$ cat src/rtl/if_id_ex_pipe_if.sv
// Bundle between the front-end pipeline registers and their surroundings.
// The slave side is the pipeline itself. The master side holds the hazard unit, instruction memory and debug bus.
interface if_id_ex_pipe_if #(
    parameter int CNT_W = 16
);
    // There is no valid/ready handshake here. Controls are sampled on every rising edge while run=1.
    // validD and validE mark whether a stage holds a real instruction or a bubble.
    // instr must be the memory word at pc within the same cycle.
    logic             run;
    logic             fStall;
    logic             dStall;
    logic             eFlush;
    logic             pcSrc;
    logic [31:0]      pcTarget;
    logic [31:0]      instr;
    logic [31:0]      pc;
    logic [31:0]      IR;
    logic [31:0]      pcD;
    logic             validD;
    logic [31:0]      IR3;
    logic [31:0]      pcE;
    logic             validE;
    logic [CNT_W-1:0] stallCnt;
    logic [CNT_W-1:0] flushCnt;

    modport master (
        output run, fStall, dStall, eFlush, pcSrc, pcTarget, instr,
        input  pc, IR, pcD, validD, IR3, pcE, validE, stallCnt, flushCnt
    );

    modport slave (
        input  run, fStall, dStall, eFlush, pcSrc, pcTarget, instr,
        output pc, IR, pcD, validD, IR3, pcE, validE, stallCnt, flushCnt
    );
endinterface

$ cat src/rtl/if_id_ex_pipe.sv
// Front-end state of the 5-stage RV32 core: the PC register, the IF/ID register and the ID/EX register.
// It also keeps saturating stall and flush counters for the debug bus.
module if_id_ex_pipe #(
    parameter logic [31:0] PC_RESET = 32'h0000_3000,
    parameter logic [31:0] NOP      = 32'h0000_0013,
    parameter int          CNT_W    = 16
) (
    input logic            clk,
    input logic            rst,
    if_id_ex_pipe_if.slave bus
);

    logic [31:0]      pc_q, pc_d;
    logic [31:0]      ir_q, ir_d;
    logic [31:0]      pcd_q, pcd_d;
    logic             vd_q, vd_d;
    logic [31:0]      ir3_q, ir3_d;
    logic [31:0]      pce_q, pce_d;
    logic             ve_q, ve_d;
    logic [CNT_W-1:0] stall_cnt_q, stall_cnt_d;
    logic [CNT_W-1:0] flush_cnt_q, flush_cnt_d;

    always_comb begin
        pc_d        = pc_q;
        ir_d        = ir_q;
        pcd_d       = pcd_q;
        vd_d        = vd_q;
        ir3_d       = ir3_q;
        pce_d       = pce_q;
        ve_d        = ve_q;
        stall_cnt_d = stall_cnt_q;
        flush_cnt_d = flush_cnt_q;

        if (bus.run) begin
            // A redirect overrides fStall, because the held fetch is on the wrong path.
            if (bus.pcSrc)       pc_d = bus.pcTarget;
            else if (!bus.fStall) pc_d = pc_q + 32'd4;

            if (bus.pcSrc) begin
                ir_d = NOP;
                vd_d = 1'b0;
            end else if (!bus.dStall) begin
                ir_d  = bus.instr;
                pcd_d = pc_q;
                vd_d  = 1'b1;
            end

            if (bus.eFlush || bus.pcSrc) begin
                ir3_d = NOP;
                ve_d  = 1'b0;
            end else begin
                ir3_d = ir_q;
                pce_d = pcd_q;
                ve_d  = vd_q;
            end

            if (bus.dStall && !(&stall_cnt_q)) stall_cnt_d = stall_cnt_q + 1'b1;
            if (bus.eFlush && !(&flush_cnt_q)) flush_cnt_d = flush_cnt_q + 1'b1;
        end
    end

    always_ff @(posedge clk) begin
        if (rst) begin
            pc_q        <= PC_RESET;
            ir_q        <= NOP;
            pcd_q       <= '0;
            vd_q        <= 1'b0;
            ir3_q       <= NOP;
            pce_q       <= '0;
            ve_q        <= 1'b0;
            stall_cnt_q <= '0;
            flush_cnt_q <= '0;
        end else begin
            pc_q        <= pc_d;
            ir_q        <= ir_d;
            pcd_q       <= pcd_d;
            vd_q        <= vd_d;
            ir3_q       <= ir3_d;
            pce_q       <= pce_d;
            ve_q        <= ve_d;
            stall_cnt_q <= stall_cnt_d;
            flush_cnt_q <= flush_cnt_d;
        end
    end

    assign bus.pc       = pc_q;
    assign bus.IR       = ir_q;
    assign bus.pcD      = pcd_q;
    assign bus.validD   = vd_q;
    assign bus.IR3      = ir3_q;
    assign bus.pcE      = pce_q;
    assign bus.validE   = ve_q;
    assign bus.stallCnt = stall_cnt_q;
    assign bus.flushCnt = flush_cnt_q;

endmodule

$ cat src/flat_wrapper.sv
// flat-port wrapper written by rule: the top's interface ports become plain ports
module if_id_ex_pipe_flat 
#(
    parameter logic [31:0] PC_RESET = 32'h0000_3000,
    parameter logic [31:0] NOP      = 32'h0000_0013,
    parameter int          CNT_W    = 16
)
  (clk, rst, bus_run, bus_fStall, bus_dStall, bus_eFlush, bus_pcSrc, bus_pcTarget, bus_instr, bus_pc, bus_IR, bus_pcD, bus_validD, bus_IR3, bus_pcE, bus_validE, bus_stallCnt, bus_flushCnt);
  if_id_ex_pipe_if #(.CNT_W(CNT_W)) bus_i ();
  input logic clk;
  input logic rst;
  input wire logic [$bits(bus_i.run)-1:0] bus_run;
  input wire logic [$bits(bus_i.fStall)-1:0] bus_fStall;
  input wire logic [$bits(bus_i.dStall)-1:0] bus_dStall;
  input wire logic [$bits(bus_i.eFlush)-1:0] bus_eFlush;
  input wire logic [$bits(bus_i.pcSrc)-1:0] bus_pcSrc;
  input wire logic [$bits(bus_i.pcTarget)-1:0] bus_pcTarget;
  input wire logic [$bits(bus_i.instr)-1:0] bus_instr;
  output wire logic [$bits(bus_i.pc)-1:0] bus_pc;
  output wire logic [$bits(bus_i.IR)-1:0] bus_IR;
  output wire logic [$bits(bus_i.pcD)-1:0] bus_pcD;
  output wire logic [$bits(bus_i.validD)-1:0] bus_validD;
  output wire logic [$bits(bus_i.IR3)-1:0] bus_IR3;
  output wire logic [$bits(bus_i.pcE)-1:0] bus_pcE;
  output wire logic [$bits(bus_i.validE)-1:0] bus_validE;
  output wire logic [$bits(bus_i.stallCnt)-1:0] bus_stallCnt;
  output wire logic [$bits(bus_i.flushCnt)-1:0] bus_flushCnt;
  assign bus_i.run = bus_run;
  assign bus_i.fStall = bus_fStall;
  assign bus_i.dStall = bus_dStall;
  assign bus_i.eFlush = bus_eFlush;
  assign bus_i.pcSrc = bus_pcSrc;
  assign bus_i.pcTarget = bus_pcTarget;
  assign bus_i.instr = bus_instr;
  assign bus_pc = bus_i.pc;
  assign bus_IR = bus_i.IR;
  assign bus_pcD = bus_i.pcD;
  assign bus_validD = bus_i.validD;
  assign bus_IR3 = bus_i.IR3;
  assign bus_pcE = bus_i.pcE;
  assign bus_validE = bus_i.validE;
  assign bus_stallCnt = bus_i.stallCnt;
  assign bus_flushCnt = bus_i.flushCnt;
  if_id_ex_pipe #(.PC_RESET(PC_RESET), .NOP(NOP), .CNT_W(CNT_W)) u_core (.clk(clk), .rst(rst), .bus(bus_i));
endmodule
$ cat config.mk
export PLATFORM = sky130hd
export DESIGN_NAME = if_id_ex_pipe_flat
export DESIGN_NICKNAME = d
export VERILOG_FILES = /design/src/rtl/if_id_ex_pipe_if.sv /design/src/rtl/if_id_ex_pipe.sv /design/src/flat_wrapper.sv
export SDC_FILE = /design/constraint.sdc
export NUM_CORES = 1
export LEC_CHECK = 0
export ABC_AREA = 1
export BUFFER_PORTS_ARGS = -buffer_cell sky130_fd_sc_hd__buf_2
export CAP_MARGIN = 20
export CELL_PAD_IN_SITES_DETAIL_PLACEMENT = 0
export CELL_PAD_IN_SITES_GLOBAL_PLACEMENT = 1
export CORE_ASPECT_RATIO = 1.4
export CORE_MARGIN = 2
export CORE_UTILIZATION = 35
export CTS_CLUSTER_DIAMETER = 80
export DETAILED_ROUTE_END_ITERATION = 16
export PLACE_DENSITY = 0.87
export SLEW_MARGIN = 0
export SYNTH_ARGS = -nofsm -noshare
export SYNTH_HDL_FRONTEND = slang
export SYNTH_SLANG_ARGS = --single-unit
$ cat constraint.sdc
create_clock -name clk -period 1.7 [get_ports clk]
set_input_delay 0.17 -clock clk [delete_from_list [all_inputs] [get_ports clk]]
set_output_delay 0.17 -clock clk [all_outputs]
set_load 0.1 [all_outputs]
==> metrics.log, run 1 <==
[metrics] result of the run: complete, no violations
[metrics] number of endpoints with negative hold slack in the final report: 0
[metrics] Clk network pwr share: 36.2%
[metrics] fraction of final layout cells with drive strength greater than 1: 27.1%
[metrics] slew at the pin closest to its max-slew limit: 552 ps
[metrics] Hold Crit Class: primary input to register
[metrics] leakage power figure: 4.82 nW
[metrics] placed inst area: 0.0102 mm^2
[metrics] Power, Total: 11.4 mW
[metrics] power share of the sequential group: 42.9%
[metrics] ports placed on the boundary: 265
[metrics] WS Path Type: register to register
[metrics] Largest delay share family, worst path: simple AND/OR/NAND/NOR gates
[metrics] type of element launching the critical path: register
[metrics] largest buffer count on any clock path: 2
[metrics] Final nets: 1,562
[metrics] Hold Crit Start: bus_pcTarget[0]
[metrics] maximum number of pins on one net before global-route repair: 110
[metrics] GR Overflow Total: 0
[metrics] Top FF cell, synth: sky130_fd_sc_hd__dfxtp_1
[metrics] Post-CTS Setup Inserts: 0
[metrics] Peak VDD IR: 0.741 mV
[metrics] CTS tree: yes
[metrics] share of the core filled with cells: 47.1%
[metrics] P_sw: 3.86 mW
[metrics] Synthesis Warnings: 0
[metrics] Die H: 187 um
[metrics] Mapped Nets: 1,288
[metrics] number of pins with negative max-slew slack in the final report: 0
[metrics] Worst Hold Margin: 23.7 ps
[metrics] Setup crit start: u_core.bus.pc[3]$_SDFFE_PP0P_
[metrics] starting density of the core: 35.4%
[metrics] Clock Sink Count: 194
[metrics] remaining routing DRC violations: 0
[metrics] Comb pwr share: 20.9%
[metrics] proportion of synthesized chip area in sequential cells: 46.3%
[metrics] overall global routing resource usage: 21.8%
[metrics] Clock Skews: 13.4 ps
[metrics] cells along the critical path: ha_1 > nand2_1 > nor2_4 > nand2_2 > nor2_2 > nand2_1 > nand2_1 > nand3_1 > nand2_1 > a21oi_1
[metrics] Cells after DPL: 1,745
[metrics] power density cells: 1020 mW/mm^2
[metrics] worst slew slack as a fraction of its limit: 63.2%
[metrics] register cell area after layout: 0.00402 mm^2
[metrics] wire length per cell after detailed routing: 15.4 um
[metrics] area of the die: 0.0253 mm^2
[metrics] number of setup violations in the final report: 0
[metrics] Worst path slowest cell: sky130_fd_sc_hd__dfxtp_4
[metrics] number of H-tree branching levels: 4
[metrics] setup slack after layout: 123 ps
[metrics] register bit total from synthesis: 194
[metrics] Fillers: 2,459
[metrics] number of synthesized flops with an enable pin: 0
[metrics] arrival time of the worst setup path: 1890 ps
[metrics] Routability Congestion: 0.889
[metrics] Skew-Pair Late Insertion Delay: 440 ps
[metrics] post-route standard cell area excluding fillers: 0.0112 mm^2
[metrics] final critical path time including I/O delays and setup: 1580 ps
[metrics] number of routed nets with antenna violations: 0
[metrics] routed vias: 8,834
[metrics] Area growth syn-to-layout: 33.2%
[metrics] # port buffers: 264
[metrics] Rows: 67
[metrics] Worst R2R Setup Slack: 120 ps
[metrics] combined area of all synthesized cells: 0.00839 mm^2
[metrics] Switching Fraction: 33.9%
[metrics] share of flip-flops with an asynchronous set or reset after synthesis: 0%
[metrics] internal power consumption: 7.55 mW
[metrics] post-DR vias/cell: 4.88
[metrics] wire length of the first global-routing pass: 43,500 um
[metrics] final non-filler cell total: 1,812
[metrics] aggregate negative setup slack: 0 ps
[metrics] number of distinct library cells after synthesis: 30
[metrics] final clock period utilization by the worst path: 92.8%
[metrics] detailed-router iteration count before antenna repair: 5
[metrics] maximum achievable frequency: 634 MHz
[metrics] number of max-capacitance violations reported: 0
[metrics] Crit Path Max Fanout: 5
[metrics] antenna violations before repair: 1
[metrics] wire length reported by the detailed router: 28,000 um
[metrics] clock transition time at the flip-flop clock pins of the worst setup and hold paths: 70 ps
[metrics] count of routing violations after the opening detailed-route iteration: 516
[metrics] worst r2r src: u_core.bus.pc[3]$_SDFFE_PP0P_
[metrics] Mean Syn Cell Area: 6.91 um^2
[metrics] number of buffers created by CTS: 17
[metrics] delay of the slowest cell on the worst path: 370 ps
[metrics] DP Wirelength: 19,800 um
[metrics] vias in the first global route: 8,235
[metrics] Data required, critical path: 2010 ps
[metrics] total area of multi-input combinational cells: 0.00401 mm^2
[metrics] most repeated library cell on the critical path: sky130_fd_sc_hd__nand2_1
[metrics] Post-Synthesis Cells: 1,214
[metrics] clock root buffer: sky130_fd_sc_hd__clkbuf_16
[metrics] pre-CTS setup slack: 84.0 ps
[metrics] Crit path buffers/inverters: 0
[metrics] area of the placeable core: 0.0237 mm^2
[metrics] width of the chip: 135 um
[metrics] element type at the critical path end: register
[power by group through the flow]
stage / Combinational, mW / Clock, mW / Sequential, mW
after floorplan: 0.545 / 0 / 6.27
after global placement: 2.31 / 0 / 5.00
after detailed placement: 2.32 / 0 / 5.00
after CTS: 2.39 / 4.23 / 4.90
after global routing: 2.51 / 4.41 / 4.92
final: 2.39 / 4.13 / 4.90
[synth_stat cells (2+ instances only)]
cell	number	area (um^2)
sky130_fd_sc_hd__a211oi_1	3	22.5
sky130_fd_sc_hd__a21oi_1	139	696
sky130_fd_sc_hd__buf_2	11	55.1
sky130_fd_sc_hd__buf_4	4	30.0
sky130_fd_sc_hd__buf_6	4	45.0
sky130_fd_sc_hd__clkbuf_1	47	176
sky130_fd_sc_hd__dfxtp_1	194	3880
sky130_fd_sc_hd__ha_1	3	37.5
sky130_fd_sc_hd__inv_1	64	240
sky130_fd_sc_hd__inv_2	5	18.8
sky130_fd_sc_hd__nand2_1	313	1170
sky130_fd_sc_hd__nand2_2	2	12.5
sky130_fd_sc_hd__nand3_1	80	400
sky130_fd_sc_hd__nand4_1	10	62.6
sky130_fd_sc_hd__nor2_1	197	739
sky130_fd_sc_hd__nor2_2	3	18.8
sky130_fd_sc_hd__nor3_1	8	40.0
sky130_fd_sc_hd__o211ai_1	4	30.0
sky130_fd_sc_hd__o21ai_0	90	450
sky130_fd_sc_hd__o22ai_1	6	37.5
sky130_fd_sc_hd__o31ai_1	2	15.0
sky130_fd_sc_hd__or2_2	2	12.5
sky130_fd_sc_hd__xnor2_1	4	35.0
sky130_fd_sc_hd__xor2_1	13	114
[cell usage in the layout, fill, tap and decap left out, types with 22 or more instances in the layout]
cell / Yosys / layout
sky130_fd_sc_hd__a21oi_1: 139 / 139
sky130_fd_sc_hd__buf_2: 11 / 263
sky130_fd_sc_hd__dfxtp_1: 194 / 133
sky130_fd_sc_hd__dfxtp_2: 0 / 39
sky130_fd_sc_hd__dfxtp_4: 0 / 22
sky130_fd_sc_hd__dlygate4sd3_1: 0 / 34
sky130_fd_sc_hd__inv_1: 64 / 61
sky130_fd_sc_hd__nand2_1: 313 / 306
sky130_fd_sc_hd__nand3_1: 80 / 80
sky130_fd_sc_hd__nor2_1: 197 / 192
sky130_fd_sc_hd__o21ai_0: 90 / 90
[worst min-delay path: cells and delay by family]
kind / cells / cell delay (ps)
buffers and inverters: 1 / 80
AND/OR/NAND/NOR: 1 / 90
AO/OA/AOI/OAI: 1 / 80
[final cells by class]
type,instances,share of cell area [%]
antenna,1,0.0224
clock buffer,24,4.50
clock inverter,8,0.884
inverter,69,2.36
multi-input combinational,885,35.9
sequential,194,35.9
tap,310,3.47
timing repair buffer,321,17.0
[per-layer routing]
metal | part of all wire (%) | GRT usage (%) | wire length (um) | vias up
met5 | 0 | 0 | 0 | -
met4 | 3.4 | 9.43 | 963 | 0
met3 | 4.9 | 3.79 | 1370 | 54
met2 | 51 | 37.5 | 14200 | 245
met1 | 41 | 26.4 | 11500 | 4051
li1 | - | - | - | 4484
[sequential cells by signal (all words and copies together) (netlist names)]
signal / cells
u_core.bus.pcD: 32
u_core.bus.validD: 1
u_core.bus.flushCnt: 16
u_core.bus.IR: 32
u_core.bus.pc: 32
u_core.bus.validE: 1
u_core.bus.IR3: 32
u_core.bus.pcE: 32
u_core.bus.stallCnt: 16
[timing repair]
| action | 4_1_cts | 5_1_grt |
|---|---|---|
| endpoints found under the hold margin | 34 | 0 |
| endpoints found under the setup margin | 0 | 19 |
| gates resized for setup | 0 | 8 |
| hold buffers | 34 | 0 |
[cells by family after synthesis]
family / Yosys count / share of synthesized area, %
compound gates: 246 / 15.1
fa+ha+maj: 3 / 0.447
buf+inv: 135 / 6.74
flops: 194 / 46.3
simple gates: 619 / 29.7
xor+xnor: 17 / 1.77
[path summary, 6_finish.rpt]
check                                    end  depth (start not counted)
max           u_core.bus.pc[24]$_SDFFE_PP0P_                         10
max reg2reg   u_core.bus.pc[24]$_SDFFE_PP0P_                         10
min reg2reg  u_core.bus.IR3[28]$_SDFFE_PP0P_                          2
min            u_core.bus.pc[0]$_SDFFE_PP0P_                          3
Power figures use the tool's default switching activity.
==> inputs of run 2 (changes only) <==
Settings changed: ABC_AREA 1 to not set, CORE_UTILIZATION 35 to 33, PLACE_DENSITY 0.87 to 0.84.
Clock period 1.7 ns to 1.4 ns, I/O delays scaled along.
==> metrics.log, run 2 <==
[metrics] result of the run: finished, violations left (was complete, no violations)
[metrics] violated checks: setup timing
[metrics] vias in the first global route: 9,262 (was 8,235)
[metrics] WS Path Type: register to register (unchanged)
[metrics] share of flip-flops with an asynchronous set or reset after synthesis: 0% (unchanged)
[metrics] largest buffer count on any clock path: 2 (unchanged)
[metrics] cell types with the largest area share after synthesis: sky130_fd_sc_hd__dfxtp_1 47%, sky130_fd_sc_hd__nand2_1 8.4%, sky130_fd_sc_hd__a21oi_1 6.2%, sky130_fd_sc_hd__a22oi_1 5.5%, sky130_fd_sc_hd__nor2_1 4.0% (was sky130_fd_sc_hd__dfxtp_1 46%, sky130_fd_sc_hd__nand2_1 14%, sky130_fd_sc_hd__nor2_1 8.8%, sky130_fd_sc_hd__a21oi_1 8.3%, sky130_fd_sc_hd__o21ai_0 5.4%)
[metrics] Final nets: 1,536 (was 1,562)
[metrics] top post-synthesis cells by count: 194 x sky130_fd_sc_hd__dfxtp_1, 186 x sky130_fd_sc_hd__nand2_1, 103 x sky130_fd_sc_hd__a21oi_1 (was 313 x sky130_fd_sc_hd__nand2_1, 197 x sky130_fd_sc_hd__nor2_1, 194 x sky130_fd_sc_hd__dfxtp_1)
[metrics] clock root buffer: sky130_fd_sc_hd__clkbuf_16 (unchanged)
[metrics] Crit path buffers/inverters: 0 (unchanged)
[metrics] largest family of logic cells by synthesized area: simple AND/OR/NAND/NOR gates (unchanged)
[metrics] internal power consumption: 8.79 mW (was 7.55 mW)
[metrics] Post-Synthesis Cells: 1,002 (was 1,214)
[metrics] most used cells in the layout excluding fill and tap cells: 223 x sky130_fd_sc_hd__buf_4, 178 x sky130_fd_sc_hd__nand2_1, 134 x sky130_fd_sc_hd__dfxtp_1 (was 306 x sky130_fd_sc_hd__nand2_1, 263 x sky130_fd_sc_hd__buf_2, 192 x sky130_fd_sc_hd__nor2_1)
[metrics] arrival time of the worst setup path: 2060 ps (was 1890 ps)
[metrics] Clock Sink Count: 194 (unchanged)
[metrics] number of synthesized flops with an enable pin: 0 (unchanged)
[metrics] Compound-Gate Fraction of Synth Area: 21.9% (was 15.1%)
[metrics] Mean Syn Cell Area: 8.27 um^2 (was 6.91 um^2)
[metrics] Synthesis Warnings: 0 (unchanged)
[metrics] delay of the slowest cell on the worst path: 510 ps (was 370 ps)
[metrics] Power, Total: 12.8 mW (was 11.4 mW)
[metrics] Clk network pwr share: 37.6% (was 36.2%)
[metrics] number of endpoints with negative hold slack in the final report: 0 (unchanged)
[metrics] wire length reported by the detailed router: 31,700 um (was 28,000 um)
[metrics] portion of synthesized cell area occupied by the leading cell type: 46.9% (was 46.3%)
[metrics] number of buffers created by CTS: 17 (unchanged)
[metrics] fraction of final layout cells with drive strength greater than 1: 46.7% (was 27.1%)
[metrics] Routability Congestion: 0.926 (was 0.889)
[metrics] unrepaired setup endpoints after global routing: true
[metrics] number of distinct library cells after synthesis: 68 (was 30)
[metrics] Largest delay share family, worst path: simple AND/OR/NAND/NOR gates (unchanged)
[metrics] area of the die: 0.0264 mm^2 (was 0.0253 mm^2)
[metrics] type of element launching the critical path: register (unchanged)
[metrics] DP Wirelength: 21,800 um (was 19,800 um)
[metrics] wire length per cell after detailed routing: 17.7 um (was 15.4 um)
[metrics] leakage power figure: 5.77 nW (was 4.82 nW)
[metrics] wire length of the first global-routing pass: 47,400 um (was 43,500 um)
[metrics] power density cells: 910 mW/mm^2 (was 1020 mW/mm^2)
[metrics] width of the chip: 138 um (was 135 um)
[metrics] remaining routing DRC violations: 0 (unchanged)
[metrics] Crit Path Max Fanout: 3 (was 5)
[metrics] slew at the pin closest to its max-slew limit: 725 ps (was 552 ps)
[metrics] most frequent standard cell in the layout excluding fill and tap cells: sky130_fd_sc_hd__buf_4 (was sky130_fd_sc_hd__nand2_1)
[metrics] power share of the sequential group: 44.2% (was 42.9%)
[metrics] maximum number of pins on one net before global-route repair: 68 (was 110)
[metrics] Switching Fraction: 31.5% (was 33.9%)
[metrics] Area growth syn-to-layout: 70.1% (was 33.2%)
[metrics] Rows: 68 (was 67)
[metrics] combined area of all synthesized cells: 0.00828 mm^2 (was 0.00839 mm^2)
[metrics] proportion of synthesized chip area in sequential cells: 46.9% (was 46.3%)
[metrics] library cell with the highest instance count after synthesis: sky130_fd_sc_hd__dfxtp_1 (was sky130_fd_sc_hd__nand2_1)
[metrics] ports placed on the boundary: 265 (unchanged)
[metrics] number of routed nets with antenna violations: 0 (unchanged)
[metrics] number of pins with negative max-slew slack in the final report: 0 (unchanged)
[metrics] Skew-Pair Late Insertion Delay: 450 ps (was 440 ps)
[metrics] starting density of the core: 33.6% (was 35.4%)
[metrics] CTS tree: yes (unchanged)
[metrics] xor/xnor share of the synthesized area: 0% (was 1.77%)
[metrics] share of the core filled with cells: 57.1% (was 47.1%)
[metrics] Data required, critical path: 1760 ps (was 2010 ps)
[metrics] # port buffers: 264 (unchanged)
[metrics] setup slack after layout: -300 ps (was 123 ps)
[metrics] register bit total from synthesis: 194 (unchanged)
[metrics] adder and majority gate portion of the synthesized area: 0.453% (was 0.447%)
[metrics] final critical path time including I/O delays and setup: 1700 ps (was 1580 ps)
[metrics] routed vias: 9,597 (was 8,834)
[metrics] count of routing violations after the opening detailed-route iteration: 621 (was 516)
[metrics] Mapped Nets: 1,076 (was 1,288)
[metrics] overall global routing resource usage: 22.8% (was 21.8%)
[metrics] Top FF cell, synth: sky130_fd_sc_hd__dfxtp_1 (unchanged)
[metrics] number of H-tree branching levels: 4 (unchanged)
[metrics] post-synth top area cell: sky130_fd_sc_hd__dfxtp_1 (unchanged)
[metrics] Synth Area in Simple Gates: 25.5% (was 29.7%)
[metrics] Comb pwr share: 18.2% (was 20.9%)
[metrics] number of max-capacitance violations reported: 0 (unchanged)
[metrics] P_sw: 4.04 mW (was 3.86 mW)
[metrics] detailed-router iteration count before antenna repair: 5 (unchanged)
[metrics] worst slew slack as a fraction of its limit: 51.7% (was 63.2%)
[metrics] antenna violations before repair: 4 (was 1)
[metrics] GR Overflow Total: 0 (unchanged)
[metrics] area of the placeable core: 0.0247 mm^2 (was 0.0237 mm^2)
[metrics] Peak VDD IR: 0.921 mV (was 0.741 mV)
[metrics] Fillers: 2,092 (was 2,459)
[metrics] Worst path slowest cell: sky130_fd_sc_hd__or4_4 (was sky130_fd_sc_hd__dfxtp_4)
[metrics] cells along the critical path: nand3_4 > or4_4 > or4_1 > o211ai_1 (was ha_1 > nand2_1 > nor2_4 > nand2_2 > nor2_2 > nand2_1 > nand2_1 > nand3_1 > nand2_1 > a21oi_1)
[metrics] element type at the critical path end: register (unchanged)
[metrics] Die H: 191 um (was 187 um)
[metrics] portion of netlist area occupied by mux cells: 1.15% (was 0%)
[metrics] number of setup violations in the final report: 47 (was 0)
[metrics] post-DR vias/cell: 5.36 (was 4.88)
[metrics] clock transition time at the flip-flop clock pins of the worst setup and hold paths: 80 ps (was 70 ps)
[metrics] maximum achievable frequency: 588 MHz (was 634 MHz)
[metrics] final clock period utilization by the worst path: 121% (was 92.8%)
[metrics] Clock Skews: 13.7 ps (was 13.4 ps)
[metrics] Hold Crit Class: primary input to register (unchanged)
-- run 2: changes by cell type after synthesis, sizes merged, moves of 13 or more --
cell	before	now
nor2	200	89
nand2	316	186
or3	0	16
nand4	10	24
a21oi	139	103
o21ai	90	22
inv	69	15
or4	0	24
xor2	13	0
a22oi	0	61
nand3	80	26
-- run 2: power by group through the flow --
stage | registers [mW] | logic, mW | clock network (mW)
global placement | 5.79 | 2.03 | 0
global route | 5.68 | 2.45 | 5.15
detailed placement | 5.79 | 2.04 | 0
CTS | 5.66 | 2.24 | 4.94
finish | 5.67 | 2.34 | 4.82
floorplan | 6.58 | 0.511 | 0
-- run 2: area by class of cell --
type | count | area [um^2] | area share [%]
antenna | 2 | 5.00 | 0.0355
clock buffer | 19 | 454 | 3.22
clock inverter | 12 | 113 | 0.799
inverter | 15 | 56.3 | 0.400
multi-input combinational | 721 | 4750 | 33.7
sequential | 194 | 4100 | 29.1
tap | 315 | 394 | 2.80
timing repair buffer | 513 | 4220 | 29.9
-- run 2: final timing paths --
check	slack [ps]	to	depth (start not counted)	startpoint
max	-300	u_core.bus.pc[31]$_SDFFE_PP0P_	4	u_core.bus.pc[16]$_SDFFE_PP0P_
min	50	u_core.bus.pc[14]$_SDFFE_PP0P_	4	bus_pcTarget[14]
max reg2reg	-300	u_core.bus.pc[31]$_SDFFE_PP0P_	4	u_core.bus.pc[16]$_SDFFE_PP0P_
min reg2reg	450	u_core.bus.pcE[14]$_SDFFE_PP0P_	2	u_core.bus.pcE[14]$_SDFFE_PP0P_
-- run 2: timing repair --
item                                    4_1_cts  5_1_grt
endpoints found under the setup margin      129      120
endpoints found under the hold margin        38        0
hold buffers                                 38        0
gates resized for setup                     171      139
cloned                                        0        0
setup buffers                                19       16
pin swaps                                    52       36
-- run 2: kinds of logic (layout without fill, tap and decap cells) --
kind of cell | Yosys count | after routing
AO/OA/AOI/OAI | 277 | 277
adder cells (fa/ha/maj) | 3 | 3
buffers and inverters | 87 | 559
flip-flops | 194 | 194
multiplexers | 9 | 9
other | 0 | 2
AND/OR/NAND/NOR | 432 | 432
-- run 2: worst register-to-register path, delay by kind of cell, from the launching register on --
kind             cells  cell delay (ps)
AND/OR/NAND/NOR      3             1070
flip-flops           1              370
AO/OA/AOI/OAI        1              170
-- run 2: through the flow --
stage	area (um^2)	setup slack [ps]	hold WS, ps	TNS, ps	cells
after floorplan	8750	-593	276	-15310	1002
after global placement	11900	-312	381	-6360	1691
after detailed placement	11900	-387	384	-7840	1691
after CTS	13500	-301	11.9	-5280	1776
after global routing	14100	-366	54.6	-9050	1791
final	14100	-300	48.5	-6150	1791
-- run 2: metal layers --
layer  vias to the layer above  global-route usage (%)  routed length [um]  part of all wire (%)
li1                       4585                       -                   -                     -
met1                      4568                    24.9               11800                    37
met2                       356                    41.4               16900                    53
met3                        84                    5.30                1830                   5.8
met4                         4                    10.2                1170                   3.7
met5                         -                       0                  24                 0.076
